### src/rtl/int2fp_arbiter.sv
// Two-requester front end for a shared int->fp32 converter pipeline.
// Round-robin arbitration, credit-based issue, a tag pipe tracking which
// requester owns each in-flight conversion, and a FWFT result FIFO.
module int2fp_arbiter #(
    parameter int LATENCY = 2,
    parameter int DEPTH   = 4
) (
    input  logic        clk,
    input  logic        rst,
    input  logic        s0_valid,
    output logic        s0_ready,
    input  logic [31:0] s0_data,
    input  logic        s1_valid,
    output logic        s1_ready,
    input  logic [31:0] s1_data,
    output logic [31:0] conv_int_in,
    input  logic [31:0] conv_result,
    input  logic        conv_exception,
    input  logic        conv_overflow,
    input  logic        conv_underflow,
    output logic        m_valid,
    input  logic        m_ready,
    output logic        m_id,
    output logic [31:0] m_result,
    output logic [2:0]  m_flags,
    output logic        busy
);

    localparam int AW = (DEPTH > 1) ? $clog2(DEPTH) : 1;
    localparam int CW = $clog2(DEPTH + 1);

    typedef struct packed {
        logic        id;
        logic [31:0] result;
        logic [2:0]  flags;
    } entry_t;

    logic               prio_q, prio_d;
    logic [LATENCY-1:0] tag_vld_q, tag_vld_d;
    logic [LATENCY-1:0] tag_id_q, tag_id_d;
    logic [CW-1:0]      inflight_q, inflight_d;
    logic [CW-1:0]      count_q, count_d;
    logic [AW-1:0]      wr_ptr_q, wr_ptr_d;
    logic [AW-1:0]      rd_ptr_q, rd_ptr_d;
    entry_t             mem_q [DEPTH];

    logic credit_ok, issue, gnt_id, push, pop;
    entry_t head;

    function automatic logic [AW-1:0] ptr_inc(input logic [AW-1:0] p);
        return (p == AW'(DEPTH - 1)) ? '0 : p + AW'(1);
    endfunction

    // Arbitration and issue: credits cover both in-flight and buffered
    // results, so anything issued is guaranteed a FIFO slot on arrival.
    // Only registered counts are used, so a pop frees its credit next cycle.
    always_comb begin
        credit_ok   = (32'(inflight_q) + 32'(count_q)) < 32'(DEPTH);
        issue       = rst && credit_ok && (s0_valid || s1_valid);
        gnt_id      = prio_q ? s1_valid : !s0_valid;
        s0_ready    = issue && !gnt_id;
        s1_ready    = issue && gnt_id;
        conv_int_in = '0;
        if (issue) conv_int_in = gnt_id ? s1_data : s0_data;
    end

    // FIFO head presentation (first-word-fall-through) and status
    always_comb begin
        head     = mem_q[rd_ptr_q];
        m_valid  = (count_q != '0);
        m_id     = head.id;
        m_result = head.result;
        m_flags  = head.flags;
        pop      = m_valid && m_ready;
        push     = tag_vld_q[LATENCY-1];
        busy     = (inflight_q != '0) || (count_q != '0);
    end

    // Next-state: pointer rotation, tag shift, occupancy counters
    always_comb begin
        prio_d      = issue ? !gnt_id : prio_q;
        tag_vld_d   = tag_vld_q;
        tag_id_d    = tag_id_q;
        tag_vld_d[0] = issue;
        tag_id_d[0]  = gnt_id;
        for (int i = 1; i < LATENCY; i++) begin
            tag_vld_d[i] = tag_vld_q[i-1];
            tag_id_d[i]  = tag_id_q[i-1];
        end
        inflight_d = inflight_q + CW'(issue) - CW'(push);
        count_d    = count_q + CW'(push) - CW'(pop);
        wr_ptr_d   = push ? ptr_inc(wr_ptr_q) : wr_ptr_q;
        rd_ptr_d   = pop  ? ptr_inc(rd_ptr_q) : rd_ptr_q;
    end

    // Control state with synchronous active-low reset; reset drops all
    // in-flight tags and buffered entries so nothing stale emerges later.
    always_ff @(posedge clk) begin
        if (!rst) begin
            prio_q     <= 1'b0;
            tag_vld_q  <= '0;
            tag_id_q   <= '0;
            inflight_q <= '0;
            count_q    <= '0;
            wr_ptr_q   <= '0;
            rd_ptr_q   <= '0;
        end else begin
            prio_q     <= prio_d;
            tag_vld_q  <= tag_vld_d;
            tag_id_q   <= tag_id_d;
            inflight_q <= inflight_d;
            count_q    <= count_d;
            wr_ptr_q   <= wr_ptr_d;
            rd_ptr_q   <= rd_ptr_d;
        end
    end

    // FIFO storage: capture the converter output when its tag arrives
    always_ff @(posedge clk) begin
        if (push) begin
            mem_q[wr_ptr_q] <= '{id:     tag_id_q[LATENCY-1],
                                 result: conv_result,
                                 flags:  {conv_exception, conv_overflow, conv_underflow}};
        end
    end

endmodule

### config.mk
export PLATFORM = sky130hd
export DESIGN_NAME = int2fp_arbiter
export DESIGN_NICKNAME = d
export VERILOG_FILES = /design/src/rtl/int2fp_arbiter.sv
export SDC_FILE = /design/constraint.sdc
export NUM_CORES = 1
export LEC_CHECK = 0
export ABC_AREA = 0
export CORE_UTILIZATION = 50
export DETAILED_ROUTE_END_ITERATION = 8
export PLACE_DENSITY = 0.79
export RECOVER_POWER = 50
export SKIP_LAST_GASP = 1
export SYNTH_ARGS = -nofsm -noshare
export SYNTH_HDL_FRONTEND = slang
export SYNTH_SLANG_ARGS = --single-unit
export TNS_END_PERCENT = 30
### constraint.sdc
create_clock -name clk -period 3.7 [get_ports clk]
set_input_delay 0.555 -clock clk [delete_from_list [all_inputs] [get_ports clk]]
set_output_delay 0.555 -clock clk [all_outputs]
set_load 0.02 [all_outputs]
==> results of run 1 <==
## worst min path at each step
stage / start / end / slack (ns) / depth (start not counted)
after floorplan: tag_id_q[0] / tag_id_q[1] / 0.41 / 1
after CTS: tag_id_q[0] / tag_id_q[1] / 0.44 / 1
after global routing: tag_id_q[0] / tag_id_q[1] / 0.45 / 1
after detailed placement: tag_vld_q[0] / tag_vld_q[1] / 0.42 / 1
final: tag_id_q[0] / tag_id_q[1] / 0.44 / 1
after global placement: tag_id_q[0] / tag_id_q[1] / 0.42 / 1
## state kept, by name, summed over array words and instances, names as in the netlist, named ones only
| name | count |
|---|---|
| count_q | 3 |
| inflight_q | 3 |
| mem_q | 144 |
| prio_q | 1 |
| rd_ptr_q | 2 |
| tag_id_q | 2 |
| tag_vld_q | 2 |
| wr_ptr_q | 2 |
## synth_stat cells, types with 3 or more instances
cell / count / share of area [%]
o21ai_0: 27 / 2.0
and2_1: 13 / 1.2
ha_1: 11 / 2.0
a21oi_1: 5 / 0.37
buf_6: 6 / 1.0
dfxtp_1: 17 / 5.0
clkbuf_2: 3 / 0.22
mux4_2: 36 / 12
buf_2: 14 / 1.0
nand3_1: 36 / 2.7
o21ai_1: 5 / 0.37
inv_1: 11 / 0.61
edfxtp_1: 144 / 64
a21oi_2: 28 / 3.6
## worst register-to-register path, cell delays in order (launching register included)
cell	delay (ns)
dfxtp_1	0.33
inv_1	0.09
ha_1	0.14
and2_0	1.90
## routing by layer
metal	vias up	routed length [microns]	GRT usage [%]	share of wire, %
met5	-	0	0	0
met4	0	227	7.131	1.5
met3	14	1005	5.792	6.8
met2	185	7786	38.90	53
met1	1992	5685	26.34	39
li1	1875	-	-	-
## stage by stage
step           cells  setup WS [ns]  area [sq um]  total power (uW)
3_5_place_dp     721         0.3271          8675              4082
2_1_floorplan    387          1.168          6770              3353
6_report         754         0.3134          9209              5576
4_1_cts          753         0.3225          9211              5645
5_1_grt          754         0.1655          9209              5831
3_3_place_gp     721         0.4150          8675              4051
## power breakdown
group          internal, uW  total, uW  switching, uW  leakage, uW
Combinational           908       1830            919      0.00134
Clock                   862       1550            690     0.000253
Sequential             2110       2200           89.3      0.00144
Total                  3880       5580           1700      0.00303
## layout make-up
| class | instances | area [sq um] |
|---|---|---|
| sequential | 161 | 4667 |
| fill | 918 | 4034 |
| multi-input combinational | 189 | 1901 |
| timing repair buffer | 184 | 1841 |
| clock buffer | 17 | 425.4 |
| tap | 176 | 220.2 |
| clock inverter | 15 | 111.4 |
| inverter | 11 | 41.29 |
| antenna | 1 | 2.502 |
## cell usage in the layout, fill, tap and decap left out, types with 2 or more instances in the layout
cell	instances
xnor2_1	2
dfxtp_1	15
ha_1	11
and2_1	8
fa_1	2
dfxtp_2	2
a21oi_2	28
a21boi_0	2
clkbuf_16	17
nand2_1	2
a21oi_1	5
dlygate4sd3_1	36
nor2_1	2
clkinv_4	3
o21ai_1	5
inv_1	11
buf_12	2
and2b_1	2
o21ai_0	27
and2_0	2
clkdlybuf4s50_1	139
clkinv_2	2
mux4_2	36
nand2b_1	2
clkinvlp_4	4
xor2_1	2
inv_6	3
buf_4	6
edfxtp_1	144
clkinv_1	2
and2_2	3
nand3_1	36
## logic make-up after synthesis
group	synth area share (%)
DFF	68.90
AOI/OAI and AO/OA	7.244
and+or+nand+nor	5.507
buffers and inverters	3.086
muxes	12.12
adders and majority gates	2.624
xor gates and xnor gates	0.5176
==> results.sh, run 1 <==
export IMPL_status="complete, but fails checks"
export IMPL_violations="capacitance limit, slew limit"
export IMPL_ys_seq_area_share_pct=68.90
export IMPL_chipWidth_microns=118.4
export IMPL_reg2reg_from="wr_ptr_q[1]"
export IMPL_grt_max_degree=37
export IMPL_crit_end="conv_int_in[18]"
export IMPL_via_per_inst=5.393
export IMPL_antenna_found_initial=1
export IMPL_slew_headroom_pct=-75.08
export IMPL_io_pins=176
export IMPL_cap_violations=1
export IMPL_cp_arrival_ns=2.83
export IMPL_core_area_sq_um=13240
export IMPL_finalMaxSlewViolations=37
export IMPL_cts_setup_buffers=0
export IMPL_wl_mm=14.71
export IMPL_syn_area_per_cell_sq_um=17.49
export IMPL_utilization_pct=69.54
export IMPL_path_common_cell="clkdlybuf4s50_1"
export IMPL_port_buffers=175
export IMPL_netlist_area_sq_um=6770
export IMPL_r2r_cells=3
export IMPL_synth_fp_nets=504
export IMPL_gr_total_overflow=0
export IMPL_worst_slew_pin_slew_ns=2.625
export IMPL_ctsHoldBuffers=0
export IMPL_crit_family="buffers and inverters"
export IMPL_cts_made_buffers=17
export IMPL_crit_slowest_cell="clkdlybuf4s50_1"
export IMPL_gp_congestion=0.8221
export IMPL_ys_ff_latch=161
export IMPL_syn_instance_count=387
export IMPL_rrSetupSlack_ns=0.77
export IMPL_route_detailed_drc=0
export IMPL_cts_tree="done"
export IMPL_fin_tns_setup_ns=0
export IMPL_synth_edf_count=144
export IMPL_path_buf_inv=3
export IMPL_track_usage_pct=22.08
export IMPL_post_cts_resized=0
export IMPL_finalCriticalPeriod_ns=3.387
export IMPL_clock_latency_ns=0.41
export IMPL_clockRootBuffer="clkbuf_16"
export IMPL_required_ns=3.14
export IMPL_async_flop_share_pct=0
export IMPL_r2r_end="mem_q[1][16]"
export IMPL_path_cells="clkdlybuf4s50_1, and2b_1, buf_4, o21ai_0, a21oi_2, clkdlybuf4s50_1"
export IMPL_grt_pass1_vias=4340
export IMPL_start_kind="input pin"
export IMPL_max_freq_mhz=295.3
export IMPL_synth_main_ff_cell="edfxtp_1"
export IMPL_yosys_warnings=0
export IMPL_start_util_pct=51.12
export IMPL_dp_hpwl_mm=9.774
export IMPL_cts_max_path_buffers=2
export IMPL_ir_drop_uv=347.9
export IMPL_nets=681
export IMPL_dr_pass1_iters=4
export IMPL_die_area_sq_um=14010
export IMPL_leakagePower_uw=0.003033
export IMPL_num_vias=4066
export IMPL_setup_violations_final=0
export IMPL_wl_per_cell_microns=19.50
export IMPL_yosysUniqueCellTypes=36
export IMPL_drtIter0Drc=247
export IMPL_critPathMaxFanout=21
export IMPL_endpoint_kind="output port"
export IMPL_grt_first_pass_wirelength_mm=23.02
export IMPL_rows=42
export IMPL_syn2layout_area_growth_pct=36.02
export IMPL_die_y_microns=118.4
export IMPL_max_stage_delay_ns=0.62
export IMPL_rsz0062_at_grt="false"
export IMPL_finalCritPeriodShare_pct=91.53
export IMPL_crit_start="s1_valid"
export IMPL_finalHoldViolations=0
export IMPL_path_class="in -> out"
export IMPL_drive_above_1_share_pct=19.06
export IMPL_clkTransAtPathRegs_ns=0.06
export IMPL_antenna_left=0
export IMPL_finalClockSkew_ns=0.007655
export IMPL_crit_cells=6
export IMPL_cellPowerDensity_nw_per_um2=605.5
export IMPL_hold_ws_ns=0.4369
export IMPL_cts_sinks=161
export IMPL_hold_path_class="reg -> reg"
export IMPL_cts_htree_levels=4
Power figures use the tool's default switching activity.
==> run 2, diff against run 1 <==
CORE_MARGIN = 4   (was not set)
==> run 2 against run 1 <==
The run still ends with capacitance limit, slew limit left. Register-to-register slack barely moved. Via count fell by 0.47%. Cell area decreased by 0.23%. Power shrank 0.27%. Utilization fell by 0.16 points. Critical path depth is the same. First-iteration DRC count up 30%. Sequential power barely moved. Hold slack got worse by 0.0056 ns. Cell count is 0.13% lower. Flip-flop and latch count unchanged. Global-route usage down 3.6 points. Largest power group unchanged. Highest routed layer unchanged.
==> results.sh, run 2 (synthesis results as in run 1) <==
export IMPL_cellPowerDensity_nw_per_um2=605.2
export IMPL_final_cell_mix="edfxtp_1, clkdlybuf4s50_1, nand3_1, mux4_2, dlygate4sd3_1"
export IMPL_endpoint_kind="output port"
export IMPL_gp_congestion=0.7978
export IMPL_cts_tree="done"
export IMPL_worst_slew_pin_slew_ns=2.621
export IMPL_cts_htree_levels=4
export IMPL_place_inst=720
export IMPL_required_ns=3.14
export IMPL_top_register="mem_q"
export IMPL_clockRootBuffer="clkbuf_16"
export IMPL_cts_made_buffers=17
export IMPL_reg_largest_list="mem_q: 144 flops, count_q: 3 flops, inflight_q: 3 flops"
export IMPL_rsz0062_at_grt="false"
export IMPL_finalClockSkew_ns=0.004694
export IMPL_via_per_inst=5.375
export IMPL_start_kind="register"
export IMPL_rows=42
export IMPL_grt_first_pass_wirelength_mm=22.41
export IMPL_track_usage_pct=18.52
export IMPL_ctsHoldBuffers=0
export IMPL_wl_mm=14.05
export IMPL_die_area_sq_um=15470
export IMPL_path_buf_inv=2
export IMPL_post_cts_resized=0
export IMPL_finalMaxSlewViolations=37
export IMPL_violations="capacitance limit, slew limit"
export IMPL_cts_sinks=161
export IMPL_route_detailed_drc=0
export IMPL_clock_latency_ns=0.41
export IMPL_antenna_found_initial=1
export IMPL_crit_start="count_q[2]"
export IMPL_chipWidth_microns=124.4
export IMPL_finalHoldViolations=0
export IMPL_critPathMaxFanout=35
export IMPL_slew_headroom_pct=-74.81
export IMPL_nets=680
export IMPL_drtIter0Drc=321
export IMPL_wl_per_cell_microns=18.66
export IMPL_status="complete, but fails checks"
export IMPL_core_area_sq_um=13240
export IMPL_finalCriticalPeriod_ns=3.241
export IMPL_fin_tns_setup_ns=0
export IMPL_grt_pass1_vias=4372
export IMPL_path_class="reg -> out"
export IMPL_seqCellArea_sq_um=4667
export IMPL_final_fill_count=889
export IMPL_gr_total_overflow=0
export IMPL_drive_above_1_share_pct=18.92
export IMPL_finalNonFillerCells=753
export IMPL_grt_max_degree=37
export IMPL_max_stage_delay_ns=0.64
export IMPL_crit_family="buffers and inverters"
export IMPL_final_common_cell="edfxtp_1"
export IMPL_die_y_microns=124.4
export IMPL_cap_violations=1
export IMPL_dr_pass1_iters=4
export IMPL_syn2layout_area_growth_pct=35.71
export IMPL_crit_slowest_cell="clkdlybuf4s50_1"
export IMPL_finalCritPeriodShare_pct=87.61
export IMPL_multi_input_area_sq_um=1901
export IMPL_max_freq_mhz=308.5
export IMPL_cp_arrival_ns=2.69
export IMPL_clkTransAtPathRegs_ns=0.06
export IMPL_largest_reg_flops=144
export IMPL_reg2reg_from="wr_ptr_q[1]"
export IMPL_start_util_pct=51.12
export IMPL_cts_setup_buffers=0
export IMPL_antenna_left=0
export IMPL_hold_path_class="reg -> reg"
export IMPL_num_vias=4047
export IMPL_leakagePower_uw=0.003017
export IMPL_path_cells="ha_1, nor4b_4, o211ai_4, buf_4, a21oi_2, clkdlybuf4s50_1"
export IMPL_min_from="tag_id_q[0]"
export IMPL_setup_violations_final=0
export IMPL_dp_hpwl_mm=9.430
export IMPL_ir_drop_uv=339.3
export IMPL_port_buffers=175
export IMPL_io_pins=176
export IMPL_cts_max_path_buffers=2
## run 2: cell count changes in the layout (fill, tap and decap cells not counted), sizes merged
cell	delta
buf	-1
clkinv	-1
clkinvlp	+1
## run 2: cell type report
type | count | area share, %
clock buffer | 17 | 4.630
antenna | 1 | 0.02724
multi-input combinational | 189 | 20.69
inverter | 11 | 0.4494
clock inverter | 15 | 1.198
timing repair buffer | 183 | 19.81
sequential | 161 | 50.80
tap | 176 | 2.397
## run 2: through the flow
| stage | hold WS (ns) | utilization (%) | setup WS, ns | instance area, sq um | power (uW) |
|---|---|---|---|---|---|
| 4_1_cts | 0.4356 | 69.40 | 0.4260 | 9190 | 5622 |
| 2_1_floorplan | 0.4119 | - | 1.168 | 6770 | 3353 |
| 6_report | 0.4313 | 69.38 | 0.4586 | 9188 | 5560 |
| 5_1_grt | 0.4636 | 69.38 | 0.2597 | 9188 | 5824 |
| 3_3_place_gp | 0.4180 | 65.35 | 0.5654 | 8655 | 4036 |
| 3_5_place_dp | 0.4212 | 65.35 | 0.5387 | 8655 | 4071 |
## run 2: where the power goes
part	total, uW	internal, uW	leakage, uW	switching [uW]
Sequential	2200	2110	0.00144	97.0
Clock	1560	861	0.000249	694
Combinational	1800	902	0.00133	899
Total	5560	3870	0.00302	1690
## run 2: worst reg2reg max path, cell delays in order (launching register included)
cell and delay (ns):
dfxtp_1 0.34, inv_1 0.09, ha_1 0.14, and2_0 1.90
## run 2: final timing paths
check / endpoint / slack, ns / depth (start not counted)
hold reg to reg: tag_id_q[1] / 0.43 / 1
setup reg to reg: mem_q[1][2] / 0.77 / 3
hold / removal: tag_id_q[1] / 0.43 / 1
setup / recovery: conv_int_in[4] / 0.46 / 6
## run 2: per-layer routing
layer	track usage (%)	up-vias	wire length, microns
li1	-	1885	-
met1	20.84	1966	5455
met2	31.71	180	7114
met3	8.576	16	1290
met4	5.287	0	189
met5	0	-	0
